`config.mk`:
```
export PLATFORM = sky130hd
export DESIGN_NAME = thin_window_gen
export DESIGN_NICKNAME = d
export VERILOG_FILES = /design/src/rtl/alu_pkg.sv /design/src/rtl/thin_line_buffer.sv /design/src/rtl/thin_window_gen.sv
export SDC_FILE = /design/constraint.sdc
export NUM_CORES = 2
export LEC_CHECK = 0
export BUFFER_PORTS_ARGS = -buffer_cell sky130_fd_sc_hd__buf_2
export CAP_MARGIN = 20
export CELL_PAD_IN_SITES_DETAIL_PLACEMENT = 0
export CELL_PAD_IN_SITES_GLOBAL_PLACEMENT = 2
export CORE_UTILIZATION = 30
export CTS_BUF_LIST = sky130_fd_sc_hd__clkbuf_4
export CTS_CLUSTER_SIZE = 25
export DETAILED_ROUTE_END_ITERATION = 10
export PLACE_DENSITY_LB_ADDON = 0.2
export SLEW_MARGIN = 20
export SYNTH_ARGS = -nofsm -noshare
export SYNTH_HDL_FRONTEND = slang
export SYNTH_SLANG_ARGS = --single-unit
```
`constraint.sdc`:
```
create_clock -name clk -period 4.75 [get_ports clk]
set_input_delay 1.425 -clock clk [delete_from_list [all_inputs] [get_ports clk]]
set_output_delay 1.425 -clock clk [all_outputs]
set_load 0.005 [all_outputs]
```
`src/rtl/alu_pkg.sv`:
```
// Shared definitions for the binary-image ALU path: opcodes, window FSM states,
// default geometry and the window payload carried to the ALU stage.
package alu_pkg;

  localparam int unsigned DATA_W             = 32;
  localparam int unsigned COL_W              = 5;
  localparam int unsigned ROW_W              = 9;
  localparam int unsigned DEF_WORDS_PER_ROW  = 20;
  localparam int unsigned DEF_ROWS_PER_FRAME = 480;

  // ALU opcodes understood by the downstream stage
  typedef enum logic [3:0] {
    ALU_NOP  = 4'b0000,
    ALU_AND  = 4'b0001,
    ALU_OR   = 4'b0010,
    ALU_XOR  = 4'b0011,
    ALU_THIN = 4'b1000
  } alu_op_e;

  // Window generator frame-tracking states
  typedef enum logic [1:0] {
    ST_IDLE   = 2'd0,
    ST_FILL   = 2'd1,
    ST_STREAM = 2'd2
  } win_state_e;

  // 3-row window presented to the ALU stage
  typedef struct packed {
    logic [DATA_W-1:0] top;
    logic [DATA_W-1:0] center;
    logic [DATA_W-1:0] bottom;
    logic [ROW_W-1:0]  row;
    logic [COL_W-1:0]  col;
  } window_t;

endpackage

```
`src/rtl/thin_line_buffer.sv`:
```
// Two-row line buffer: lb0 holds row r-1, lb1 holds row r-2. A write at addr
// shifts the old lb0 word into lb1 and stores the new word in lb0.
// Contents are deliberately not reset; the FILL phase overwrites them first.
module thin_line_buffer
  import alu_pkg::*;
#(
  parameter int unsigned DEPTH = DEF_WORDS_PER_ROW,
  parameter int unsigned AW    = 5
) (
  input  logic              clk,
  input  logic              we,
  input  logic [AW-1:0]     addr,
  input  logic [DATA_W-1:0] wdata,
  output logic [DATA_W-1:0] rd0,
  output logic [DATA_W-1:0] rd1
);

  logic [DATA_W-1:0] lb0 [DEPTH];
  logic [DATA_W-1:0] lb1 [DEPTH];

  // Combinational read of both rows at the current column
  assign rd0 = lb0[addr];
  assign rd1 = lb1[addr];

  // Shift-write: row r-1 moves down to r-2, new word becomes row r-1
  always_ff @(posedge clk) begin
    if (we) begin
      lb1[addr] <= lb0[addr];
      lb0[addr] <= wdata;
    end
  end

endmodule

```
`src/rtl/thin_window_gen.sv`:
```
// Builds 3-row x 32-pixel windows from a raster stream of binary-pixel words
// and hands them to the thinning ALU stage over a valid/ready interface.
module thin_window_gen
  import alu_pkg::*;
#(
  parameter int unsigned WORDS_PER_ROW  = DEF_WORDS_PER_ROW,
  parameter int unsigned ROWS_PER_FRAME = DEF_ROWS_PER_FRAME
) (
  input  logic              clk,
  input  logic              rst,
  input  logic              in_valid,
  output logic              in_ready,
  input  logic              in_sof,
  input  logic [DATA_W-1:0] in_data,
  output logic              out_valid,
  input  logic              out_ready,
  output logic [DATA_W-1:0] top,
  output logic [DATA_W-1:0] center,
  output logic [DATA_W-1:0] bottom,
  output logic [3:0]        alu_control,
  output logic [ROW_W-1:0]  out_row,
  output logic [COL_W-1:0]  out_col,
  output logic              frame_done
);

  localparam int unsigned      LB_AW        = (WORDS_PER_ROW > 1) ? $clog2(WORDS_PER_ROW) : 1;
  localparam logic [COL_W-1:0] LAST_COL     = COL_W'(WORDS_PER_ROW - 1);
  localparam logic [ROW_W-1:0] LAST_ROW     = ROW_W'(ROWS_PER_FRAME - 1);
  localparam logic [ROW_W-1:0] LAST_WIN_ROW = ROW_W'(ROWS_PER_FRAME - 2);

  win_state_e        state, state_nxt;
  logic [ROW_W-1:0]  row, row_nxt, pos_row;
  logic [COL_W-1:0]  col, col_nxt, pos_col;
  logic              accept;
  logic              restart;
  logic              lb_we;
  logic              win_load;
  logic              win_take;
  logic              last_win;
  logic [DATA_W-1:0] lb0_rd, lb1_rd;
  window_t           win_q;

  thin_line_buffer #(
    .DEPTH (WORDS_PER_ROW),
    .AW    (LB_AW)
  ) u_lb (
    .clk   (clk),
    .we    (lb_we),
    .addr  (LB_AW'(pos_col)),
    .wdata (in_data),
    .rd0   (lb0_rd),
    .rd1   (lb1_rd)
  );

  assign top      = win_q.top;
  assign center   = win_q.center;
  assign bottom   = win_q.bottom;
  assign out_row  = win_q.row;
  assign out_col  = win_q.col;
  assign win_take = out_valid && out_ready;
  assign last_win = (win_q.row == LAST_WIN_ROW) && (win_q.col == LAST_COL);

  // State and raster position registers
  always_ff @(posedge clk or posedge rst) begin
    if (rst) begin
      state <= ST_IDLE;
      row   <= '0;
      col   <= '0;
    end else begin
      state <= state_nxt;
      row   <= row_nxt;
      col   <= col_nxt;
    end
  end

  // Handshake, raster advance, line-buffer write and next-state decode
  always_comb begin
    state_nxt = state;
    row_nxt   = row;
    col_nxt   = col;
    pos_row   = row;
    pos_col   = col;
    in_ready  = 1'b1;
    accept    = 1'b0;
    restart   = 1'b0;
    lb_we     = 1'b0;
    win_load  = 1'b0;

    // Idle never back-pressures; otherwise only when a window is stuck
    if (state != ST_IDLE) begin
      in_ready = !out_valid || out_ready;
    end
    accept = in_valid && in_ready;

    if (accept) begin
      // A start-of-frame word is always pixel (0,0) of a fresh frame
      if (in_sof) begin
        restart = 1'b1;
        pos_row = '0;
        pos_col = '0;
      end

      if (in_sof || (state != ST_IDLE)) begin
        lb_we = 1'b1;
        if (pos_col == LAST_COL) begin
          col_nxt = '0;
          row_nxt = pos_row + ROW_W'(1);
        end else begin
          col_nxt = pos_col + COL_W'(1);
          row_nxt = pos_row;
        end

        if (restart || (state == ST_FILL)) begin
          // Rows 0 and 1 only prime the line buffers
          state_nxt = ST_FILL;
          if ((pos_row == ROW_W'(1)) && (pos_col == LAST_COL)) begin
            state_nxt = ST_STREAM;
          end
        end else begin
          win_load = 1'b1;
          if ((pos_row == LAST_ROW) && (pos_col == LAST_COL)) begin
            state_nxt = ST_IDLE;
            row_nxt   = '0;
            col_nxt   = '0;
          end
        end
      end
    end
  end

  // Output window register with hold-until-taken semantics
  always_ff @(posedge clk or posedge rst) begin
    if (rst) begin
      out_valid   <= 1'b0;
      frame_done  <= 1'b0;
      win_q       <= '0;
      alu_control <= ALU_THIN;
    end else begin
      alu_control <= ALU_THIN;
      frame_done  <= win_take && last_win;
      if (restart && (state != ST_IDLE)) begin
        // Frame aborted: nothing from the old frame may follow
        out_valid <= 1'b0;
      end else if (win_load) begin
        out_valid     <= 1'b1;
        win_q.top     <= lb1_rd;
        win_q.center  <= lb0_rd;
        win_q.bottom  <= in_data;
        win_q.row     <= row - ROW_W'(1);
        win_q.col     <= col;
      end else if (out_ready) begin
        out_valid <= 1'b0;
      end
    end
  end

endmodule

```
* Word level (Yosys, flattened, before mapping)
Memory sizes are Yosys's and may differ from the RTL's. A register that Yosys moved wholly into a read port is not among the register bits.
Cells that the tools add are included.
Widths: inputs -> output; s select.
** Word-level totals
- Output and inout port bits :: 117
- Bits in writable memories :: 1280
- Memories :: 2
- Register bits :: 96
- Word-level logic and storage cells :: 66
- Input bits :: 37
** Cells by class
- Reduce and logical (&&, ||, !) cells :: 17
- Eq/ne operators :: 6
- Bitwise logic cells :: 1
- $add $sub $neg :: 3
- Muxes and demuxes :: 28
** Memory list
- u_lb.lb0 :: words 20, width 32, read ports 1, clocked after Yosys merged registers in 0, wr ports 1, RTL line thin_line_buffer.sv:18 : logic [DATA_W-1:0] lb0 [DEPTH];
- u_lb.lb1 :: words 20, width 32, read ports 1, clocked after Yosys merged registers in 1, wr ports 1, RTL line thin_line_buffer.sv:19 : logic [DATA_W-1:0] lb1 [DEPTH];
** Operators with widths (number)
- $mux 9 :: 5
- $mux 5 :: 6
- $eq 9x9->1 const B :: 2
- $mux 1 :: 14
- $eq 5x5->1 const B :: 2
- $add 9x1->9 const B :: 1
- $eq 9x1->1 const B :: 1
- $sub 9x1->9 const B :: 1
- $logic_and 1x1->1 :: 7
- $mux 2 :: 3
- $add 5x1->5 const B :: 1
- $reduce_and 2->1 :: 2
- $reduce_bool 2->1 :: 2
- $logic_or 1x1->1 :: 3
- $reduce_and 3->1 :: 1
- $reduce_bool 3->1 :: 1
- $eq 2x1->1 const B :: 1
- $logic_not 1->1 :: 1
- $not 1->1 :: 1

* Longest topological paths before layout
- Word-level depth :: 11
- Depth in mapped cells :: 13
- Mapped depth without buffers :: 9

* Cells and area by module
From an unflattened synthesis, not the netlist that was laid out.
** Second synthesis, totals
- Cells, all modules :: 2979
- Area total of the unflattened synthesis :: 54526.0 um^2
** By module, submodules not included
- thin_line_buffer :: instances 1, seq. area each 38436.9 um^2, area each 49008.3 um^2, cells an instance 2559
- thin_window_gen :: instances 1, seq. area each 3203.1 um^2, area each 5517.8 um^2, cells an instance 420

* Worst setup path after synthesis
OpenSTA, ideal clock, no wires.
- Path type :: input -> register
- Start :: in out_ready
- End :: mem u_lb.lb0[16][0] (enable)
- Slack :: -1.063 ns
- Setup time :: 0.487 ns
- Required time :: 4.263 ns
- Cell stages on the path :: 6
- Buffers on the path :: 2
- Arrival time :: 5.326 ns
- Cell sequence :: nand2b_4 > o211a_4 > buf_2 > buf_1 > or3_1 > nor2_1
** Between the ends
- Cells in the longest elaborated chain, start to end :: 6
- Elaborated cells between the ends (all ways) :: 7
- Classes of those cells :: mux (5); reduce/logical (2)
** Ends and longest elaborated chain
- start: declaration :: RTL line thin_window_gen.sv:16 : input logic out_ready,
- $logic_or 1x1->1 * :: RTL line thin_window_gen.sv:91 : in_ready = !out_valid || out_ready;
- $mux 1 * :: RTL line thin_window_gen.sv:90 : if (state != ST_IDLE) begin
- $logic_and 1x1->1 * :: RTL line thin_window_gen.sv:93 : accept = in_valid && in_ready;
- $mux 1 :: RTL line thin_window_gen.sv:95 : if (accept) begin
- $mux 1 :: RTL line thin_line_buffer.sv:27 : if (we) begin
- $mux 1 (not written as such) :: RTL line thin_line_buffer.sv:29 : lb0[addr] <= wdata;
- end: declaration :: RTL line thin_line_buffer.sv:18
Mark *: on every way between the ends. The rest lies on a longest branch, timed or not.

* Worst setup path after layout
- Start :: reg out_valid
- End :: out in_ready
** Between the ends
- Cells in the longest elaborated chain, start to end :: 3
** Ends and longest elaborated chain
- start: declaration :: RTL line thin_window_gen.sv:15 : output logic out_valid,
- start signal: assignment :: RTL line thin_window_gen.sv:134 : out_valid <= 1'b0;
- start signal: assignment :: RTL line thin_window_gen.sv:143 : out_valid <= 1'b0;
- start signal: assignment :: RTL line thin_window_gen.sv:145 : out_valid <= 1'b1;
- $logic_not 1->1 :: RTL line thin_window_gen.sv:91
- $logic_or 1x1->1 :: RTL line thin_window_gen.sv:91
- $mux 1 :: RTL line thin_window_gen.sv:90
- end: declaration :: RTL line thin_window_gen.sv:12 : output logic in_ready,
Every way passes these cells.

==> results.sh <==
export IMPL_layout_setup_ws_ns=1.04
export IMPL_path_class="reg2out"
export IMPL_placed_cell_area_um2=59900
export IMPL_dp_hpwl_mm=94.4
export IMPL_total_power_uw=32600
export IMPL_cp_arrival_ns=2.29
export IMPL_hold_viol_final=0
export IMPL_yosys_top_cells_count="1,280 x edfxtp_1, 259 x nand2_1, 210 x mux4_2"
export IMPL_synth_edf_count=1280
export IMPL_seqPwrFrac_pct=46.2
export IMPL_htreeDepth=5
export IMPL_cts_resized=0
export IMPL_die_h_um=431
export IMPL_synth_top_area_share_pct=69.5
export IMPL_powerDensity_nw_per_um2=501
export IMPL_crit_chain="nor2b_1 > o21ai_0 > buf_2"
export IMPL_ys_seq_area_share_pct=75.3
export IMPL_synth_compound_area_share_pct=6.53
export IMPL_synthXorXnorAreaFrac_pct=0.174
export IMPL_wl_per_cell_um=26.8
export IMPL_drc_errors=0
export IMPL_cts_tree="done"
export IMPL_drt_iter0_drc=2427
export IMPL_muxShareOfSynthArea_pct=11.4
export IMPL_r2r_end="center[8]"
export IMPL_avgSynthCellArea_um2=18.0
export IMPL_slew_headroom_pct=38.5
export IMPL_clk_latency_ns=1.35
export IMPL_crit_path_start_kind="register"
export IMPL_drt_first_pass_iters=5
export IMPL_cp_end_kind="primary output"
export IMPL_placementRows=157
export IMPL_path_clk_slew_ns=0.06
export IMPL_cts_inserted_buffers=402
export IMPL_synth_simple_gate_area_share_pct=4.06
export IMPL_yosys_register_bits=1408
export IMPL_grt_usage_pct=18.3
export IMPL_dieArea_um2=186000
export IMPL_dp_cells=5641
export IMPL_synth_ff_type="edfxtp_1"
export IMPL_via_count=31900
export IMPL_run_status="finished, final reports clean"
export IMPL_intPower_uw=23000
export IMPL_antenna_found_initial=5
export IMPL_clock_sinks=1408
export IMPL_setup_viol=0
export IMPL_layout_drive_gt1_share_pct=31.6
export IMPL_fin_nets=3622
export IMPL_final_cells=6361
export IMPL_netlist_area_um2=55300
export IMPL_worst_pin_slew_ns=0.923
export IMPL_ir_drop_mv=0.219
export IMPL_reg2reg_from="col[1]"
export IMPL_gp_congestion=0.754
export IMPL_globalRouteOverflowTotal=0
export IMPL_min_path_type="in2async"
export IMPL_p_comb_share_pct=19.6
export IMPL_cap_viol_max_count=0
export IMPL_post_cts_setup_buffer_count=0
export IMPL_cts_root_buffer="clkbuf_4"
export IMPL_r2r_setup_slack_ns=1.25
export IMPL_grt_pass1_wl_mm=242
export IMPL_swShare_pct=29.3
export IMPL_regArea_um2=41600
export IMPL_clkPwrFrac_pct=34.2
export IMPL_synthTopCellsByArea="edfxtp_1 70%, mux4_2 8.6%, dfrtp_1 5.8%"
export IMPL_max_stage_delay_ns=0.44
export IMPL_multi_input_area_um2=12500
export IMPL_finalCriticalPeriod_ns=3.71
export IMPL_core_area_um2=183000
export IMPL_worstRegToRegCells=6
export IMPL_io_buffers=149
export IMPL_synth_adder_area_share_pct=0.0905
export IMPL_cp_max_fo=5
export IMPL_p_leak_uw=0.0226
export IMPL_netlist_cell_type_count=72
export IMPL_slowest_stage="dfrtp_1"
export IMPL_finClkSkew_ns=0.141
export IMPL_netlist_top_cell_by_area="edfxtp_1"
export IMPL_initial_core_util_pct=30.2
export IMPL_max_freq_mhz=270
export IMPL_final_max_slew_viol_count=0
export IMPL_grt_pass1_vias=33400
export IMPL_place_ws_ns=0.607
export IMPL_grt_max_degree=82
export IMPL_power_switching_uw=9550
export IMPL_cts_hold_buf=0
export IMPL_chipWidth_um=431
export IMPL_synthArstFlopShare_pct=9.09
export IMPL_wirelength_mm=171
export IMPL_stdcell_area_um2=65000
export IMPL_syn_inst=3079
export IMPL_syn2layout_area_growth_pct=17.6
export IMPL_rsz0062_at_grt="false"
export IMPL_critPathTopFamily="flip-flops"
export IMPL_synth_top_family_by_area="multiplexers"
export IMPL_clock_path_buffers=4
export IMPL_required_ns=3.32
export IMPL_via_per_inst=5.01
export IMPL_fill_cells=17500
export IMPL_yosysMostFrequentCell="edfxtp_1"
export IMPL_post_route_period_util_pct=78.1
export IMPL_ys_warn_count=0
export IMPL_final_util_pct=35.5
export IMPL_path_buf_inv=1
export IMPL_ant_nets=0
export IMPL_ios=154
registers in the layout, summed over array words and instances (netlist names):
signal / count
u_lb.lb0: 640
u_lb.lb1: 640
bottom: 32
center: 32
top: 32
out_row: 9
row: 9
col: 5
out_col: 5
state: 2
frame_done: 1
out_valid: 1
logic make-up (layout without fill, tap and decap cells):
| logic type | after synthesis | in the layout |
|---|---|---|
| AOI/OAI and AO/OA | 515 | 515 |
| xor gates and xnor gates | 11 | 11 |
| adders and majority gates | 4 | 4 |
| buffers and inverters | 258 | 1068 |
| DFF | 1408 | 1408 |
| muxes | 363 | 363 |
| other | 2 | 10 |
| and+or+nand+nor | 518 | 518 |
cell type report:
cell class / instances / area share, %
inverters: 53 / 0.317
clock buffers: 616 / 7.11
multi-input cells: 1415 / 19.2
diodes: 6 / 0.0231
clock inverters: 98 / 0.712
flip-flops and latches: 1408 / 64.0
repair buffers: 301 / 3.83
well taps: 2464 / 4.74
per-stage QoR:
stage | TNS [ns] | hold WS (ns)
final | 0 | 0.192
after global routing | 0 | 0.0912
after CTS | 0 | 0.0292
after detailed placement | 0 | 0.458
after global placement | 0 | 0.453
after floorplan | -1258.05 | 0.470
worst max path at each step:
stage | startpoint | endpoint | slack (ns) | depth (start not counted)
floorplan | out_ready | u_lb.lb0[16][0] | -1.06 | 6
global placement | in_sof | center[31] | 0.70 | 7
detailed placement | out_ready | center[22] | 0.61 | 9
CTS | out_valid | in_ready | 0.82 | 3
global route | out_valid | in_ready | 0.80 | 3
finish | out_valid | in_ready | 1.04 | 3
cell usage in the layout (no fill, tap or decap), drive strengths merged, types with 18 or more instances in the layout:
| cell type | Yosys | layout |
|---|---|---|
| a211oi | 25 | 25 |
| a21o | 32 | 32 |
| a21oi | 71 | 71 |
| a22oi | 66 | 66 |
| a31oi | 64 | 64 |
| buf | 125 | 301 |
| clkbuf | 80 | 616 |
| clkinv | 0 | 91 |
| dfrtp | 128 | 128 |
| edfxtp | 1280 | 1280 |
| inv | 53 | 56 |
| mux2 | 46 | 46 |
| mux2i | 107 | 107 |
| mux4 | 210 | 210 |
| nand2 | 259 | 259 |
| nand2b | 18 | 18 |
| nand3 | 19 | 19 |
| nand4 | 20 | 20 |
| nor2 | 156 | 156 |
| o211ai | 38 | 38 |
| o21ai | 80 | 80 |
| o221ai | 66 | 66 |
routing by layer:
metal / global-route usage [%] / up-vias / routed length (µm)
met5: 0 / - / 12
met3: 3.91 / 290 / 9940
met2: 29.3 / 1160 / 80900
met1: 24.3 / 16700 / 75100
met4: 6.68 / 2 / 4790
li1: - / 13700 / -
power groups by stage:
stage | logic (µW) | registers (µW) | clock network [µW]
floorplan | 3960 | 15200 | 0
CTS | 6510 | 15000 | 11500
detailed placement | 6490 | 15300 | 0
global route | 6870 | 15100 | 12200
finish | 6390 | 15000 | 11100
global placement | 6420 | 15300 | 0
(Power assumes the default switching activity.)
